$ cat config.mk
export PLATFORM = sky130hd
export DESIGN_NAME = touch_i2c_slave_flat
export DESIGN_NICKNAME = d
export VERILOG_FILES = /design/src/rtl/touch_i2c_pkg.sv /design/src/rtl/touch_i2c_if.sv /design/src/rtl/i2c_line_sync.sv /design/src/rtl/touch_i2c_slave.sv /design/src/flat_wrapper.sv
export SDC_FILE = /design/constraint.sdc
export NUM_CORES = 1
export LEC_CHECK = 0
export BUFFER_PORTS_ARGS = -buffer_cell sky130_fd_sc_hd__buf_4
export CAP_MARGIN = 25
export CORE_ASPECT_RATIO = 1.75
export CORE_MARGIN = 3
export CORE_UTILIZATION = 57
export CTS_BUF_LIST = sky130_fd_sc_hd__clkbuf_4 sky130_fd_sc_hd__clkbuf_8 sky130_fd_sc_hd__clkbuf_16
export DETAILED_ROUTE_END_ITERATION = 6
export GPL_ROUTABILITY_DRIVEN = 1
export GPL_TIMING_DRIVEN = 0
export PLACE_DENSITY_LB_ADDON = 0.2
export SLEW_MARGIN = 0
export SYNTH_ARGS = -nofsm -noshare
export SYNTH_HDL_FRONTEND = slang
export SYNTH_SLANG_ARGS = --single-unit
export TNS_END_PERCENT = 5
$ cat constraint.sdc
create_clock -name clk -period 2.9 [get_ports clk]
set_input_delay 0.435 -clock clk [delete_from_list [all_inputs] [get_ports clk]]
set_output_delay 0.435 -clock clk [all_outputs]
set_load 0.05 [all_outputs]
$ cat src/rtl/touch_i2c_pkg.sv
// Shared types and constants for the touch-controller I2C target.
package touch_i2c_pkg;

    typedef enum logic [3:0] {
        ST_IDLE,
        ST_DEV_ADDR,
        ST_ACK_DEV,
        ST_REG_H,
        ST_ACK_H,
        ST_REG_L,
        ST_ACK_L,
        ST_WR_DATA,
        ST_ACK_WR,
        ST_RD_LOAD,
        ST_RD_SHIFT,
        ST_RD_MACK,
        ST_WAIT_STOP
    } i2c_state_e;

    localparam logic I2C_ACK  = 1'b0;
    localparam logic I2C_NACK = 1'b1;

    localparam logic [6:0]  GT9XX_ADDR_A     = 7'h14;
    localparam logic [6:0]  GT9XX_ADDR_B     = 7'h5D;
    localparam logic [15:0] GT9XX_REG_ID     = 16'h8140;
    localparam logic [15:0] GT9XX_REG_STATUS = 16'h814E;

    // In 8-bit pointer mode the upper byte stays zero and the low byte wraps on its own.
    function automatic logic [15:0] ptr_next(input logic [15:0] ptr, input logic addr_16b);
        ptr_next = addr_16b ? (ptr + 16'd1) : {8'h00, ptr[7:0] + 8'd1};
    endfunction

endpackage

$ cat src/rtl/touch_i2c_if.sv
// I2C line and register-file port bundle between the touch I2C target and its host.
interface touch_i2c_if;
    logic        scl;
    logic        sda_in;
    logic        sda_oe;
    logic [15:0] reg_addr;
    logic [7:0]  reg_wdata;
    logic        reg_we;
    logic        reg_rd;
    logic [7:0]  reg_rdata;
    logic        busy;

    modport slave (
        input  scl, sda_in, reg_rdata,
        output sda_oe, reg_addr, reg_wdata, reg_we, reg_rd, busy
    );

    modport master (
        output scl, sda_in, reg_rdata,
        input  sda_oe, reg_addr, reg_wdata, reg_we, reg_rd, busy
    );
endinterface

$ cat src/rtl/i2c_line_sync.sv
// SCL/SDA synchronizers with bus edge, START and STOP detection pulses.
module i2c_line_sync #(
    parameter int SYNC_STAGES = 2
) (
    input  logic clk,
    input  logic rst_n,
    input  logic scl,
    input  logic sda_in,
    output logic sda_s,
    output logic scl_rise,
    output logic scl_fall,
    output logic start_det,
    output logic stop_det
);
    // One stage beyond the synchronizer keeps the previous sample for edge detection.
    logic [SYNC_STAGES:0] scl_pipe_q, scl_pipe_d;
    logic [SYNC_STAGES:0] sda_pipe_q, sda_pipe_d;
    logic                 scl_s, scl_p, sda_p;

    always_comb begin
        scl_pipe_d = {scl_pipe_q[SYNC_STAGES-1:0], scl};
        sda_pipe_d = {sda_pipe_q[SYNC_STAGES-1:0], sda_in};
    end

    always_ff @(posedge clk or negedge rst_n) begin
        if (!rst_n) begin
            scl_pipe_q <= '1;
            sda_pipe_q <= '1;
        end else begin
            scl_pipe_q <= scl_pipe_d;
            sda_pipe_q <= sda_pipe_d;
        end
    end

    assign scl_s     = scl_pipe_q[SYNC_STAGES-1];
    assign scl_p     = scl_pipe_q[SYNC_STAGES];
    assign sda_s     = sda_pipe_q[SYNC_STAGES-1];
    assign sda_p     = sda_pipe_q[SYNC_STAGES];
    assign scl_rise  = scl_s & ~scl_p;
    assign scl_fall  = ~scl_s & scl_p;
    assign start_det = scl_s & scl_p & sda_p & ~sda_s;
    assign stop_det  = scl_s & scl_p & ~sda_p & sda_s;
endmodule

$ cat src/rtl/touch_i2c_slave.sv
// Touch-controller I2C target: device address match, register pointer, byte-wide reg-file access.
//   state     | meaning
//   IDLE      | bus free or not addressed
//   DEV_ADDR  | shifting in device address + R/W
//   ACK_DEV   | acknowledging device address
//   REG_H/L   | shifting in pointer high / low byte
//   ACK_H/L   | acknowledging pointer byte
//   WR_DATA   | shifting in write byte
//   ACK_WR    | acknowledging write byte, then pointer advance
//   RD_LOAD   | fetching read byte from reg file
//   RD_SHIFT  | driving read byte MSB first
//   RD_MACK   | sampling master ACK/NACK
//   WAIT_STOP | read ended by NACK, waiting for STOP/Sr
module touch_i2c_slave
    import touch_i2c_pkg::*;
#(
    parameter logic [6:0] SLAVE_ADDR  = GT9XX_ADDR_A,
    parameter bit         ADDR_16B    = 1'b1,
    parameter int         SYNC_STAGES = 2
) (
    input logic        clk,
    input logic        rst_n,
    touch_i2c_if.slave bus
);
    logic sda_s, scl_rise, scl_fall, start_det, stop_det;

    i2c_line_sync #(.SYNC_STAGES(SYNC_STAGES)) u_line_sync (
        .clk       (clk),
        .rst_n     (rst_n),
        .scl       (bus.scl),
        .sda_in    (bus.sda_in),
        .sda_s     (sda_s),
        .scl_rise  (scl_rise),
        .scl_fall  (scl_fall),
        .start_det (start_det),
        .stop_det  (stop_det)
    );

    i2c_state_e  state_q, state_d;
    logic [2:0]  bit_cnt_q, bit_cnt_d;
    logic [7:0]  shreg_q, shreg_d;
    logic        rw_q, rw_d;
    logic [1:0]  rd_cnt_q, rd_cnt_d;
    logic        sda_oe_q, sda_oe_d;
    logic        reg_we_q, reg_we_d;
    logic        reg_rd_q, reg_rd_d;
    logic        busy_q, busy_d;
    logic [15:0] reg_addr_q, reg_addr_d;
    logic [7:0]  reg_wdata_q, reg_wdata_d;
    logic [7:0]  rx_byte;
    logic        last_bit;

    assign rx_byte  = {shreg_q[6:0], sda_s};
    assign last_bit = (bit_cnt_q == 3'd7);

    always_comb begin
        state_d     = state_q;
        bit_cnt_d   = bit_cnt_q;
        shreg_d     = shreg_q;
        rw_d        = rw_q;
        rd_cnt_d    = rd_cnt_q;
        sda_oe_d    = sda_oe_q;
        reg_we_d    = 1'b0;
        reg_rd_d    = 1'b0;
        busy_d      = busy_q;
        reg_addr_d  = reg_addr_q;
        reg_wdata_d = reg_wdata_q;
        if (stop_det) begin
            state_d   = ST_IDLE;
            sda_oe_d  = 1'b0;
            busy_d    = 1'b0;
            bit_cnt_d = 3'd0;
        end else if (start_det) begin
            state_d   = ST_DEV_ADDR;
            sda_oe_d  = 1'b0;
            bit_cnt_d = 3'd0;
        end else begin
            unique case (state_q)
                ST_DEV_ADDR, ST_REG_H, ST_REG_L, ST_WR_DATA: begin
                    if (scl_rise) begin
                        shreg_d   = rx_byte;
                        bit_cnt_d = bit_cnt_q + 3'd1;
                        if (last_bit) begin
                            if (state_q == ST_DEV_ADDR) begin
                                if (rx_byte[7:1] == SLAVE_ADDR && rx_byte[7:1] != 7'd0) begin
                                    state_d = ST_ACK_DEV;
                                    rw_d    = rx_byte[0];
                                    busy_d  = 1'b1;
                                end else begin
                                    state_d = ST_IDLE;
                                end
                            end else if (state_q == ST_REG_H) begin
                                reg_addr_d[15:8] = rx_byte;
                                state_d          = ST_ACK_H;
                            end else if (state_q == ST_REG_L) begin
                                reg_addr_d = {ADDR_16B ? reg_addr_q[15:8] : 8'h00, rx_byte};
                                state_d    = ST_ACK_L;
                            end else begin
                                reg_wdata_d = rx_byte;
                                reg_we_d    = 1'b1;
                                state_d     = ST_ACK_WR;
                            end
                        end
                    end
                end
                // First falling edge starts the ACK, the second one ends the ACK slot.
                ST_ACK_DEV, ST_ACK_H, ST_ACK_L, ST_ACK_WR: begin
                    if (scl_fall) begin
                        if (!sda_oe_q) begin
                            sda_oe_d = 1'b1;
                            if (state_q == ST_ACK_DEV && rw_q) begin
                                state_d  = ST_RD_LOAD;
                                reg_rd_d = 1'b1;
                                rd_cnt_d = 2'd2;
                            end
                        end else begin
                            sda_oe_d  = 1'b0;
                            bit_cnt_d = 3'd0;
                            if (state_q == ST_ACK_DEV) begin
                                state_d = ADDR_16B ? ST_REG_H : ST_REG_L;
                            end else if (state_q == ST_ACK_H) begin
                                state_d = ST_REG_L;
                            end else begin
                                state_d = ST_WR_DATA;
                                if (state_q == ST_ACK_WR) begin
                                    reg_addr_d = ptr_next(reg_addr_q, ADDR_16B);
                                end
                            end
                        end
                    end
                end
                ST_RD_LOAD: begin
                    if (rd_cnt_q != 2'd0) begin
                        rd_cnt_d = rd_cnt_q - 2'd1;
                        if (rd_cnt_q == 2'd1) begin
                            shreg_d = bus.reg_rdata;
                        end
                    end else if (scl_fall) begin
                        sda_oe_d  = ~shreg_q[7];
                        shreg_d   = {shreg_q[6:0], 1'b0};
                        bit_cnt_d = 3'd0;
                        state_d   = ST_RD_SHIFT;
                    end
                end
                ST_RD_SHIFT: begin
                    if (scl_fall) begin
                        if (last_bit) begin
                            sda_oe_d  = 1'b0;
                            bit_cnt_d = 3'd0;
                            state_d   = ST_RD_MACK;
                        end else begin
                            sda_oe_d  = ~shreg_q[7];
                            shreg_d   = {shreg_q[6:0], 1'b0};
                            bit_cnt_d = bit_cnt_q + 3'd1;
                        end
                    end
                end
                ST_RD_MACK: begin
                    if (scl_rise) begin
                        reg_addr_d = ptr_next(reg_addr_q, ADDR_16B);
                        bit_cnt_d  = 3'd0;
                        if (sda_s == I2C_ACK) begin
                            state_d  = ST_RD_LOAD;
                            reg_rd_d = 1'b1;
                            rd_cnt_d = 2'd2;
                        end else begin
                            state_d = ST_WAIT_STOP;
                        end
                    end
                end
                default: ;
            endcase
        end
    end

    always_ff @(posedge clk or negedge rst_n) begin
        if (!rst_n) begin
            state_q     <= ST_IDLE;
            bit_cnt_q   <= 3'd0;
            shreg_q     <= 8'h00;
            rw_q        <= 1'b0;
            rd_cnt_q    <= 2'd0;
            sda_oe_q    <= 1'b0;
            reg_we_q    <= 1'b0;
            reg_rd_q    <= 1'b0;
            busy_q      <= 1'b0;
            reg_addr_q  <= 16'h0000;
            reg_wdata_q <= 8'h00;
        end else begin
            state_q     <= state_d;
            bit_cnt_q   <= bit_cnt_d;
            shreg_q     <= shreg_d;
            rw_q        <= rw_d;
            rd_cnt_q    <= rd_cnt_d;
            sda_oe_q    <= sda_oe_d;
            reg_we_q    <= reg_we_d;
            reg_rd_q    <= reg_rd_d;
            busy_q      <= busy_d;
            reg_addr_q  <= reg_addr_d;
            reg_wdata_q <= reg_wdata_d;
        end
    end

    assign bus.sda_oe    = sda_oe_q;
    assign bus.reg_we    = reg_we_q;
    assign bus.reg_rd    = reg_rd_q;
    assign bus.busy      = busy_q;
    assign bus.reg_addr  = reg_addr_q;
    assign bus.reg_wdata = reg_wdata_q;
endmodule
$ cat src/flat_wrapper.sv
// flat-port wrapper written by rule: the top's interface ports become plain ports
module touch_i2c_slave_flat import touch_i2c_pkg::*;
#(
    parameter logic [6:0] SLAVE_ADDR  = GT9XX_ADDR_A,
    parameter bit         ADDR_16B    = 1'b1,
    parameter int         SYNC_STAGES = 2
)
  (clk, rst_n, bus_scl, bus_sda_in, bus_reg_rdata, bus_sda_oe, bus_reg_addr, bus_reg_wdata, bus_reg_we, bus_reg_rd, bus_busy);
  touch_i2c_if bus_i ();
  input logic clk;
  input logic rst_n;
  input wire logic [$bits(bus_i.scl)-1:0] bus_scl;
  input wire logic [$bits(bus_i.sda_in)-1:0] bus_sda_in;
  input wire logic [$bits(bus_i.reg_rdata)-1:0] bus_reg_rdata;
  output wire logic [$bits(bus_i.sda_oe)-1:0] bus_sda_oe;
  output wire logic [$bits(bus_i.reg_addr)-1:0] bus_reg_addr;
  output wire logic [$bits(bus_i.reg_wdata)-1:0] bus_reg_wdata;
  output wire logic [$bits(bus_i.reg_we)-1:0] bus_reg_we;
  output wire logic [$bits(bus_i.reg_rd)-1:0] bus_reg_rd;
  output wire logic [$bits(bus_i.busy)-1:0] bus_busy;
  assign bus_i.scl = bus_scl;
  assign bus_i.sda_in = bus_sda_in;
  assign bus_i.reg_rdata = bus_reg_rdata;
  assign bus_sda_oe = bus_i.sda_oe;
  assign bus_reg_addr = bus_i.reg_addr;
  assign bus_reg_wdata = bus_i.reg_wdata;
  assign bus_reg_we = bus_i.reg_we;
  assign bus_reg_rd = bus_i.reg_rd;
  assign bus_busy = bus_i.busy;
  touch_i2c_slave #(.SLAVE_ADDR(SLAVE_ADDR), .ADDR_16B(ADDR_16B), .SYNC_STAGES(SYNC_STAGES)) u_core (.clk(clk), .rst_n(rst_n), .bus(bus_i));
endmodule
==> summary.md <==
| Metric | Value |
|---|---|
| Unrepaired setup endpoints after global routing | no |
| Tot GR Track Use | 27.4% |
| Reg-to-reg slack, setup | 610 ps |
| Hpwl dp | 6.52 mm |
| Final Util | 69.4% |
| Post-synth top flop | dfrtp_1 |
| Sequential fraction of the synthesis area | 40.4% |
| Least-Margin Pin Slew | 954 ps |
| Worst r2r dst | u_core.bus.reg_addr[6] |
| Inserted Clock Buffers | 5 |
| Count leader, synth | dfrtp_1 |
| Largest family of logic cells by synthesized area | compound AO/OA/AOI/OAI gates |
| Die height | 106 um |
| Via density | 6.55 |
| Startpoint types | register |
| Ys async rst share | 100% |
| Setup violators final | 0 |
| Synth Area in Compound Gates | 24.7% |
| Crit-path max FO | 10 |
| Yosys top cell area share | 35.5% |
| CP peak stage delay | 570 ps |
| Synth cell types | 67 |
| Antenna diodes | 0 |
| Top Metal Used | met4 |
| Simple-gate share of the synthesized area | 18.1% |
| Router iterations before antenna repair | 5 |
| CP cell instances | nor4b_2 -> o21ai_0 -> nand4_1 -> buf_2 -> a21oi_1 -> o21ba_1 |
| Nets | 400 |
| Initial core utilization | 60.2% |
| Via count | 3001 |
| Post-route DRC violation count | 0 |
| Largest net degree at the start of global routing | 53 |
| Endpoints failing hold | 0 |
| Root Buffer | clkbuf_8 |
| Status | completed |
| FF-to-FF path depth | 6 |
| WP data required | 3100 ps |
| Vias in the first global route | 3005 |
| Placement row count | 35 |
| Post-Route M1 WL | 3.08 mm |
| WL met2 | 4.70 mm |
| Worst skew pair latency | 300 ps |
| I/O Pins | 40 |
| Slew HR | 35.9% |
| CTS clk-pin slew, worst paths | 100 ps |
| Routed wire length | 8.95 mm |
| Syn Inst Count | 337 |
| Met3 WL | 496 um |
| Static Leak | 1.65 nW |
| Largest area contributor in the netlist | dfrtp_1 |
| Initial DRC count | 258 |
| Synth Register Bits | 52 |
| EDFF count, synth | 0 |
| Mapped Avg Cell Area | 9.62 um2 |
| Dominant cells by area after synthesis | dfrtp_1, mux2_2, dfstp_2, a21oi_1, nor2_1 |
| Post-synthesis xor/xnor area fraction | 0.270% |
| Final Cycle Share | 78.8% |
| Worst hold path class | in -> async |
| Hold-fix buffers at CTS | 0 |
| Synthesis-to-layout area growth | 15.3% |
| First-pass GRT wire length | 14.5 mm |
| Syn Nets | 354 |
| Setup TNS | 0 ps |
| Fmax | 437 MHz |
| Crit-path slowest cell | nor4b_2 |
| Routability Congestion | 1.06 |
| # clock sinks | 52 |
| Clock Tree Buf Depth | 2 |
| Postcts setup bufs | 0 |
| Avg WL per Cell | 19.5 um |
| Max cap viols | 0 |
| Die Wd | 63.0 um |
| Peak VDD IR | 0.956 mV |
| RR Startpoint | u_core.state_q[1] |
| Minimum clock period | 2290 ps |
| Max Slew Vio Count | 0 |
| PwrDens | 1330 nW/um2 |
| Detail Route Antenna Nets | 0 |
| Layout cells sized above 1 | 28.6% |
| CTS tree | done |
| Worst Setup Path Type | reg -> reg |
| Port Buffers | 39 |
| Adder-cell share of the synthesized area | 1.93% |
| Yosys Warn Count | 0 |
| GR Overflow Total | 0 |
| Syn Std Cell Area | 3240 um2 |
| CP Capture Type | register |
| Post-synth top cells | dfrtp_1, nor2_1, mux2_2 |
| Core area | 5390 um2 |
| Clock Skew | 6.28 ps |
| Mux cell area share after synthesis | 10.2% |
| H-tree lvl count | 2 |
| Initial antenna violation count | 0 |
| Die ar. | 6660 um2 |
| Worst Path Arrival | 2480 ps |
| Resize count post-CTS | 0 |
==> per-stage QoR <==
stage | area [um2] | setup WS (ps) | instances | power (mW) | hold slack, ps
final | 3740 | 613 | 458 | 4.98 | 151
after detailed placement | 3630 | 698 | 450 | 4.41 | 348
after floorplan | 3240 | 913 | 337 | 3.61 | 139
after CTS | 3740 | 664 | 458 | 4.92 | 175
after global placement | 3630 | 679 | 450 | 4.35 | 346
after global routing | 3740 | 487 | 458 | 5.28 | 186
==> cell families (layout without fill, tap and decap cells) <==
kind of cell,count (synthesis),count (layout)
AO/OA/AOI/OAI,114,114
AND/OR/NAND/NOR,105,105
flip-flops,52,52
multiplexers,30,30
buffers and inverters,30,77
adder cells (fa/ha/maj),5,5
XOR/XNOR,1,1
==> cell usage in the layout (no fill, tap or decap), drive strengths merged, types with 7 or more instances in the layout <==
cell type,n
buf,55
dfrtp,46
a21oi,28
nor2,26
mux2,25
nand2,19
o21ai,18
inv,12
a31oi,12
nand2b,12
nand3,11
o22ai,10
nor3,10
clkbuf,7
==> sequential cells by signal (all words and copies together) (netlist names) <==
register,cells
u_core.bit_cnt_q,3
u_core.bus.reg_wdata,8
u_core.u_line_sync.sda_pipe_q,3
u_core.bus.reg_we,1
u_core.rw_q,1
u_core.bus.reg_addr,16
u_core.rd_cnt_q,2
u_core.bus.reg_rd,1
u_core.bus.sda_oe,1
u_core.shreg_q,8
u_core.state_q,4
u_core.u_line_sync.scl_pipe_q,3
u_core.bus.busy,1
==> worst max path at each step <==
stage | from | endpoint | slack [ps] | cells past startpoint
after floorplan | u_core.bus.reg_addr[0] | u_core.bus.reg_addr[9] | 910 | 5
after global placement | u_core.u_line_sync.sda_pipe_q[1] | u_core.bus.reg_addr[12] | 680 | 8
after detailed placement | u_core.u_line_sync.sda_pipe_q[1] | u_core.bus.reg_addr[12] | 700 | 8
after CTS | u_core.state_q[1] | u_core.bus.reg_addr[6] | 660 | 6
after global routing | u_core.state_q[1] | u_core.bus.reg_addr[6] | 490 | 6
final | u_core.state_q[1] | u_core.bus.reg_addr[6] | 610 | 6
==> metal layers <==
layer  vias to the layer above  global-route usage [%]
li1                       1371                       -
met1                      1390                    29.2
met2                       175                    48.5
met3                        65                    2.88
met4                         0                    20.5
met5                         -                       0
==> where the power goes <==
group          leakage (nW)  switching (mW)  internal [mW]
sequential            0.640           0.332          0.967
clock                0.0541           0.247          0.256
combinational         0.954            1.95           1.23
total                  1.65            2.53           2.45
==> final cells by class <==
type / count / area [um2]
buffer: 18 / 97.6
timing repair buffer: 39 / 293
clock buffer: 5 / 68.8
tap: 74 / 92.6
fill: 435 / 1650
multi-input combinational: 255 / 1790
sequential: 52 / 1310
clock inverter: 3 / 42.5
inverter: 12 / 45.0
==> worst max-delay path, delay by kind of cell (launching register included) <==
family	cells	cell delay (ps)
simple gates	2	900
flops	1	520
compound gates	3	470
buf+inv	1	290
Note: power is estimated with default switching activity, not from simulation.
